==> src/rtl/integer_alu_seq_if.sv <==
// Issue/result bundle between CPU decode and the integer ALU.
// master = issuing stage, slave = ALU.
interface integer_alu_seq_if #(
  parameter int WIDTH     = 32,
  parameter int IMM_WIDTH = 8
);
  logic                 in_valid;
  logic                 in_ready;
  logic [3:0]           op;
  logic [WIDTH-1:0]     dina;
  logic [IMM_WIDTH-1:0] dinb;
  logic                 out_valid;
  logic [WIDTH-1:0]     dout;
  logic                 flag_cf;
  logic                 flag_zf;
  logic                 flag_of;

  modport master (
    output in_valid, op, dina, dinb,
    input  in_ready, out_valid, dout, flag_cf, flag_zf, flag_of
  );

  modport slave (
    input  in_valid, op, dina, dinb,
    output in_ready, out_valid, dout, flag_cf, flag_zf, flag_of
  );
endinterface

==> src/rtl/integer_alu_seq.sv <==
// Integer ALU with registered CF/ZF/OF and a 1-bit/cycle serial shifter.
// Define INTEGER_ALU_ROTATE_EN to build ROR/ROL (opcodes 12/13); otherwise they act as MOV_R_R.
//
// state | meaning
// IDLE  | ready; single-cycle ops and shifts by 0/1 complete here
// SHIFT | serial shift in progress, cnt = shift steps still to do
module integer_alu_seq #(
  parameter int WIDTH     = 32,
  parameter int IMM_WIDTH = 8,
  parameter int SHAMT_W   = 5
) (
  input logic             CLK,
  input logic             RST_N,
  integer_alu_seq_if.slave bus
);

  localparam logic [3:0] OP_MOV_RR = 4'd0;
  localparam logic [3:0] OP_MOV_RC = 4'd1;
  localparam logic [3:0] OP_ADD    = 4'd2;
  localparam logic [3:0] OP_ADC    = 4'd3;
  localparam logic [3:0] OP_SUB    = 4'd4;
  localparam logic [3:0] OP_SBB    = 4'd5;
  localparam logic [3:0] OP_INC    = 4'd6;
  localparam logic [3:0] OP_AND    = 4'd7;
  localparam logic [3:0] OP_OR     = 4'd8;
  localparam logic [3:0] OP_XOR    = 4'd9;
  localparam logic [3:0] OP_SHR    = 4'd10;
  localparam logic [3:0] OP_SHL    = 4'd11;
`ifdef INTEGER_ALU_ROTATE_EN
  localparam logic [3:0] OP_ROR    = 4'd12;
  localparam logic [3:0] OP_ROL    = 4'd13;
`endif

  typedef enum logic {ST_IDLE, ST_SHIFT} state_t;

  state_t               state, state_nx;
  logic                 in_ready;
  logic                 accept;
  logic [WIDTH-1:0]     b_ext;
  logic [SHAMT_W-1:0]   shamt;
  logic                 is_shift;
  logic                 long_shift;

  logic [WIDTH-1:0]     res;
  logic                 res_cf;
  logic                 res_zf;
  logic [WIDTH:0]       sum;
  logic [WIDTH:0]       first_step;
  logic [WIDTH:0]       next_step;

  logic [WIDTH-1:0]     shreg;
  logic [SHAMT_W-1:0]   cnt;
  logic [3:0]           sh_op;
  logic                 of_pend;

  logic                 out_valid_q;
  logic [WIDTH-1:0]     dout_q;
  logic                 cf_q;
  logic                 zf_q;
  logic                 of_q;

  // One shift step: {bit moved out, new value}
  function automatic logic [WIDTH:0] step1(input logic [3:0] sop, input logic [WIDTH-1:0] v);
    logic [WIDTH:0] r;
    r = {v[0], 1'b0, v[WIDTH-1:1]};
    case (sop)
      OP_SHL: r = {v[WIDTH-1], v[WIDTH-2:0], 1'b0};
`ifdef INTEGER_ALU_ROTATE_EN
      OP_ROR: r = {v[0], v[0], v[WIDTH-1:1]};
      OP_ROL: r = {v[WIDTH-1], v[WIDTH-2:0], v[WIDTH-1]};
`endif
      default: ;
    endcase
    return r;
  endfunction

  assign accept = bus.in_valid & in_ready;
  assign b_ext  = WIDTH'(bus.dinb);
  assign shamt  = bus.dinb[SHAMT_W-1:0];

`ifdef INTEGER_ALU_ROTATE_EN
  assign is_shift = (bus.op == OP_SHR) | (bus.op == OP_SHL) |
                    (bus.op == OP_ROR) | (bus.op == OP_ROL);
`else
  assign is_shift = (bus.op == OP_SHR) | (bus.op == OP_SHL);
`endif
  // Shifts by 0 or 1 finish in IDLE; the first step of a longer shift happens at accept
  assign long_shift = is_shift & (shamt > SHAMT_W'(1));

  assign first_step = step1(bus.op, bus.dina);
  assign next_step  = step1(sh_op, shreg);

  always_comb begin
    sum    = '0;
    res    = bus.dina;
    res_cf = cf_q;
    res_zf = zf_q;
    case (bus.op)
      OP_MOV_RC: res = b_ext;
      OP_ADD: begin
        sum    = {1'b0, bus.dina} + {1'b0, b_ext};
        res    = sum[WIDTH-1:0];
        res_cf = sum[WIDTH];
        res_zf = ~|sum[WIDTH-1:0];
      end
      OP_ADC: begin
        sum    = {1'b0, bus.dina} + {1'b0, b_ext} + (WIDTH+1)'(cf_q);
        res    = sum[WIDTH-1:0];
        res_cf = sum[WIDTH];
        res_zf = ~|sum[WIDTH-1:0];
      end
      OP_SUB: begin
        sum    = {1'b0, bus.dina} - {1'b0, b_ext};
        res    = sum[WIDTH-1:0];
        res_cf = sum[WIDTH];
        res_zf = ~|sum[WIDTH-1:0];
      end
      OP_SBB: begin
        sum    = {1'b0, bus.dina} - {1'b0, b_ext} - (WIDTH+1)'(cf_q);
        res    = sum[WIDTH-1:0];
        res_cf = sum[WIDTH];
        res_zf = ~|sum[WIDTH-1:0];
      end
      OP_INC: begin
        res    = (bus.dina == b_ext) ? '0 : bus.dina + WIDTH'(1);
        res_cf = 1'b0;
        res_zf = (bus.dina == b_ext) | (&bus.dina);
      end
      OP_AND: begin
        res    = bus.dina & b_ext;
        res_cf = 1'b0;
        res_zf = ~|(bus.dina & b_ext);
      end
      OP_OR: begin
        res    = bus.dina | b_ext;
        res_cf = 1'b0;
        res_zf = ~|(bus.dina | b_ext);
      end
      OP_XOR: begin
        res    = bus.dina ^ b_ext;
        res_cf = 1'b0;
        res_zf = ~|(bus.dina ^ b_ext);
      end
      default: begin
        if (is_shift) begin
          if (shamt == '0) begin
            res_zf = ~|bus.dina;
          end else begin
            res    = first_step[WIDTH-1:0];
            res_cf = first_step[WIDTH];
            res_zf = ~|first_step[WIDTH-1:0];
          end
        end
      end
    endcase
  end

  always_ff @(posedge CLK) begin
    if (!RST_N) state <= ST_IDLE;
    else        state <= state_nx;
  end

  always_comb begin
    state_nx = state;
    case (state)
      ST_IDLE:  if (accept && long_shift) state_nx = ST_SHIFT;
      ST_SHIFT: if (cnt == SHAMT_W'(1))   state_nx = ST_IDLE;
      default:  state_nx = ST_IDLE;
    endcase
  end

  always_comb begin
    in_ready = (state == ST_IDLE);
  end

  always_ff @(posedge CLK) begin
    if (!RST_N) begin
      out_valid_q <= 1'b0;
      dout_q      <= '0;
      cf_q        <= 1'b0;
      zf_q        <= 1'b0;
      of_q        <= 1'b0;
      of_pend     <= 1'b0;
      shreg       <= '0;
      cnt         <= '0;
      sh_op       <= OP_SHR;
    end else begin
      out_valid_q <= 1'b0;
      if (accept) begin
        if (long_shift) begin
          shreg   <= first_step[WIDTH-1:0];
          cnt     <= shamt - SHAMT_W'(1);
          sh_op   <= bus.op;
          of_pend <= bus.dina[0];
        end else begin
          dout_q      <= res;
          cf_q        <= res_cf;
          zf_q        <= res_zf;
          of_q        <= bus.dina[0];
          out_valid_q <= 1'b1;
        end
      end else if (state == ST_SHIFT) begin
        shreg <= next_step[WIDTH-1:0];
        cnt   <= cnt - SHAMT_W'(1);
        if (cnt == SHAMT_W'(1)) begin
          dout_q      <= next_step[WIDTH-1:0];
          cf_q        <= next_step[WIDTH];
          zf_q        <= ~|next_step[WIDTH-1:0];
          of_q        <= of_pend;
          out_valid_q <= 1'b1;
        end
      end
    end
  end

  assign bus.in_ready  = in_ready;
  assign bus.out_valid = out_valid_q;
  assign bus.dout      = dout_q;
  assign bus.flag_cf   = cf_q;
  assign bus.flag_zf   = zf_q;
  assign bus.flag_of   = of_q;

endmodule

==> src/flat_wrapper.sv <==
// flat-port wrapper written by rule: the top's interface ports become plain ports
module integer_alu_seq_flat 
#(
  parameter int WIDTH     = 32,
  parameter int IMM_WIDTH = 8,
  parameter int SHAMT_W   = 5
)
  (CLK, RST_N, bus_in_valid, bus_op, bus_dina, bus_dinb, bus_in_ready, bus_out_valid, bus_dout, bus_flag_cf, bus_flag_zf, bus_flag_of);
  integer_alu_seq_if #(.WIDTH(WIDTH), .IMM_WIDTH(IMM_WIDTH)) bus_i ();
  input logic CLK;
  input logic RST_N;
  input wire logic [$bits(bus_i.in_valid)-1:0] bus_in_valid;
  input wire logic [$bits(bus_i.op)-1:0] bus_op;
  input wire logic [$bits(bus_i.dina)-1:0] bus_dina;
  input wire logic [$bits(bus_i.dinb)-1:0] bus_dinb;
  output wire logic [$bits(bus_i.in_ready)-1:0] bus_in_ready;
  output wire logic [$bits(bus_i.out_valid)-1:0] bus_out_valid;
  output wire logic [$bits(bus_i.dout)-1:0] bus_dout;
  output wire logic [$bits(bus_i.flag_cf)-1:0] bus_flag_cf;
  output wire logic [$bits(bus_i.flag_zf)-1:0] bus_flag_zf;
  output wire logic [$bits(bus_i.flag_of)-1:0] bus_flag_of;
  assign bus_i.in_valid = bus_in_valid;
  assign bus_i.op = bus_op;
  assign bus_i.dina = bus_dina;
  assign bus_i.dinb = bus_dinb;
  assign bus_in_ready = bus_i.in_ready;
  assign bus_out_valid = bus_i.out_valid;
  assign bus_dout = bus_i.dout;
  assign bus_flag_cf = bus_i.flag_cf;
  assign bus_flag_zf = bus_i.flag_zf;
  assign bus_flag_of = bus_i.flag_of;
  integer_alu_seq #(.WIDTH(WIDTH), .IMM_WIDTH(IMM_WIDTH), .SHAMT_W(SHAMT_W)) u_core (.CLK(CLK), .RST_N(RST_N), .bus(bus_i));
endmodule
==> config.mk <==
export PLATFORM = sky130hd
export DESIGN_NAME = integer_alu_seq_flat
export DESIGN_NICKNAME = d
export VERILOG_FILES = /design/src/rtl/integer_alu_seq_if.sv /design/src/rtl/integer_alu_seq.sv /design/src/flat_wrapper.sv
export SDC_FILE = /design/constraint.sdc
export NUM_CORES = 1
export LEC_CHECK = 0
export ABC_AREA = 1
export CAP_MARGIN = 5
export CORE_ASPECT_RATIO = 0.8
export CORE_MARGIN = 2
export CORE_UTILIZATION = 40
export DETAILED_ROUTE_END_ITERATION = 7
export PLACE_DENSITY = 0.7
export SYNTH_ARGS = -nofsm -noshare
export SYNTH_HDL_FRONTEND = slang
export SYNTH_SLANG_ARGS = --single-unit
==> constraint.sdc <==
create_clock -name CLK -period 3.6 [get_ports CLK]
set_input_delay 1.08 -clock CLK [delete_from_list [all_inputs] [get_ports CLK]]
set_output_delay 1.08 -clock CLK [all_outputs]
set_load 0.05 [all_outputs]
==> impl_results.md, run 1 <==
* Drt wl/cell at 24.3 µm
* Max_cap viols at 0
* Yosys top cell area share at 17.2%
* # DRC at 0
* WL final at 83000 µm
* Skew-Pair Late Insertion Delay at 350 ps
* Cell breakdown of the critical path: buf_6 > buf_6 > fa_2 > nand2_2 > nand2_4 > nand3_2 > nand3_1 > nand2_2 > inv_2 > nor2_2 > nand2_1 > nor2_2 > buf_4 > nand3_1 > nand2_1 > nand2_1 > nor2_1 > nand3_1 > nor2_2 > nand3_2 > nand3_2 > nand2_2 > a21oi_2
* Cell variety after synth at 58
* CTS tree: built
* Max_slew headroom at 30.5%
* Synth async-reset ratio at 0%
* Outcome: finished with violations
* Failing checks: setup timing
* Area leader, netlist: nand2_1
* Dpl ws at -1290 ps
* Clock Path Buffers at 2
* Pre-Repair DR Iteration Count at 8
* Number of global-route vias before repair at 19200
* Area contributors post-synth: nand2_1, dfxtp_1, o21ai_0, nand3_1, nor2_1
* Synthesized flop and latch total at 79
* Power share of the clock group at 20.5%
* Hold Crit Class: register to register
* Max Clk Rate at 0.244 GHz
* Initial DRC count at 3030
* Sequential share of power at 19.2%
* Setup slack after layout at -500 ps
* Cell area power density at 230 nW/µm²
* Syn nets at 2338
* Final TNS setup at -7030 ps
* Cts hold-fix bufs at 0
* Crit Path Max Fanout at 4
* Register area share after synthesis at 12.7%
* Cells after Synth at 2255
* Most frequent cells in the layout: buf_4, nand2_1, o21ai_0
* CORE AREA at 30500 µm²
* GRT Util Overall at 46.0%
* Final worst-path cycle share at 114%
* Worst EP required at 3880 ps
* Worst-margin pin slew at 1030 ps
* Yosys warns at 0
* Root Driver: clkbuf_16
* Port buffer count at 83
* Cell row count at 57
* Placer Congestion at 1.12
* Post-DP HPWL at 61000 µm
* Clock sink total at 79
* Share of cells above drive strength 1 at 46.8%
* CTS buffer count at 9
* WP data arrival at 4380 ps
* EDFF count, synth at 0
* Vias post-DR at 20900
* Crit path time final at 4100 ps
* Die Ht at 162 µm
* Initial Util at 40.9%
* Clock slew at reported path FFs at 70 ps
* Top delay family on crit path: simple AND/OR/NAND/NOR gates
* Nets at 3079
* Logic gate share of total power at 60.3%
* RSZ-0062 raised after global routing: true
* Kind of critical path: input pin to register
* First-pass GRT wire length at 114000 µm
* Internal at 2.81 mW
* Grt ovf at 0
* Layout area overhead at 79.0%
* Net Switching at 2.33 mW
* Post-DR vias/cell at 6.12
* Leakage power at 10.2 nW
* Antenna violations before repair at 4
* DIE AREA at 32700 µm²
* Buf/Inv on CP at 4
* Startpoint Class: input pin
* Largest net degree at the start of global routing at 67
* Final setup violation count at 29
* Hold_ws at 443 ps
* Routed Antenna Nets at 0
* Crit-path max cell delay at 400 ps
* Htree depth at 3
* Critical path capture point type: register
* Hold Violations, Final at 0
* Switching share of total power at 45.4%
* Cell area after synthesis at 12500 µm²
* Slew Limit Fails at 0
* # IOs at 84
* Die width at 202 µm
* Slowest CP cell: fa_2
* Total power at 5.14 mW
* Most common cell after layout, fill and taps aside: buf_4
* Mean area per synthesized cell at 5.54 µm²
* Peak supply drop at 0.235 mV
* Fin Clk Skew at 9.42 ps
* Synth Flop Type: dfxtp_1
==> state kept, by name, summed over array words and instances, names as in the netlist <==
signal and count:
u_core.sh_op 4, u_core.bus.flag_zf 1, u_core.bus.flag_of 1, u_core.bus.out_valid 1
u_core.state 1, u_core.bus.flag_cf 1, u_core.cnt 5, u_core.shreg 32
u_core.bus.dout 32, u_core.of_pend 1
==> logic make-up (layout without fill, tap and decap cells) <==
family          count (synthesis)  count (layout)  share of synthesized area [%]
compound gates                458             458                           21.3
fa+ha+maj                      36              36                           3.72
simple gates                 1290            1290                           47.9
xor+xnor                       40              40                           2.95
buf+inv                       352            1098                           11.4
flops                          79              79                           12.7
other cells                     0               2                              0
==> cells in the mapped netlist (3+ instances only) <==
cell / instances
buf_4: 5
a21oi_1: 83
o31ai_1: 3
or2_2: 22
o41ai_1: 5
o21ai_1: 4
inv_1: 225
and2_1: 4
a21oi_2: 4
nand3_1: 182
nand2_2: 42
nand3_2: 11
o221ai_1: 4
a221oi_1: 11
clkbuf_1: 69
buf_2: 13
a21oi_4: 3
o21ai_0: 225
nand4_1: 89
a31oi_1: 35
nor3_2: 3
xor2_1: 37
buf_6: 9
nor2_2: 38
nand2_1: 573
o211ai_1: 11
nor4_1: 20
ha_1: 34
nor2_4: 23
a211oi_1: 12
dfxtp_1: 79
nor3_1: 38
clkinv_1: 5
nor2_1: 232
nand2_4: 7
o22ai_1: 37
o2111ai_1: 8
inv_2: 23
==> final cells by class <==
type | count | area [µm²]
Clock buffer | 9 | 225
Tap cell | 413 | 517
Multi-Input combinational cell | 1824 | 12000
Sequential cell | 79 | 1580
Fill cell | 2543 | 8160
Clock inverter | 7 | 104
Antenna cell | 2 | 5.00
Inverter | 254 | 1030
Timing Repair Buffer | 828 | 6920
==> power groups by stage <==
stage	logic (mW)	registers, mW	clock network [mW]
6_report	3.10	0.986	1.05
5_1_grt	3.22	0.990	1.08
4_1_cts	2.64	0.983	1.04
3_5_place_dp	2.35	1.00	0
3_3_place_gp	2.34	0.996	0
2_1_floorplan	1.03	1.12	0
==> worst register-to-register path, cell delays in order, from the launching register on <==
cell and delay [ps]:
dfxtp_1 550, ha_1 300, ha_4 170, inv_4 40
nor2_4 120, nand3_4 100, nor2_4 140, nand3_4 110
nor2_4 220, nand3_4 110, nor2_4 150, nand3_2 90
or2_1 240, nand2_1 70, nand3_1 80, nor2_1 130
nand3_2 120, nand3_2 90, nand2_2 50, a21oi_2 100
==> final timing paths <==
path         slack [ps]  depth (start not counted)                 end                from
max                -500                         23  u_core.bus.flag_zf         bus_dina[1]
max reg2reg         550                         19  u_core.bus.flag_zf  u_core.bus.flag_cf
min                 440                          2     u_core.sh_op[3]     u_core.sh_op[3]
min reg2reg         440                          2     u_core.sh_op[3]     u_core.sh_op[3]
==> layer usage <==
layer	track usage (%)	vias to the layer above	share of wire [%]
met2	71.6	1708	41
li1	-	9086	-
met5	0	-	0.016
met1	56.8	9585	36
met4	30.1	2	9.1
met3	11.4	525	13
==> through the flow <==
step / cell area (µm²) / utilization, % / instances
2_1_floorplan: 12600 / - / 2255
3_3_place_gp: 18300 / 59.9 / 3280
3_5_place_dp: 18300 / 59.9 / 3280
4_1_cts: 20500 / 67.2 / 3360
5_1_grt: 22400 / 73.3 / 3414
6_report: 22400 / 73.3 / 3416
==> what timing repair did <==
item | CTS | global route
endpoints found under the setup margin | 33 | 30
cloned | 2 | 0
pin swaps | 140 | 193
gates resized for setup | 434 | 415
buffers inserted | 63 | 62
Power figures use the tool's default switching activity.
==> run 2: changes to the inputs <==
--- a/config.mk
+++ b/config.mk
@@ -11,6 +11,7 @@
 export CORE_MARGIN = 2
 export CORE_UTILIZATION = 40
 export DETAILED_ROUTE_END_ITERATION = 7
+export HOLD_SLACK_MARGIN = 0.15
 export PLACE_DENSITY = 0.7
 export SYNTH_ARGS = -nofsm -noshare
 export SYNTH_HDL_FRONTEND = slang
==> results of run 2 <==
Same layout as run 1: the final DEF is identical, and so are final timing and power.
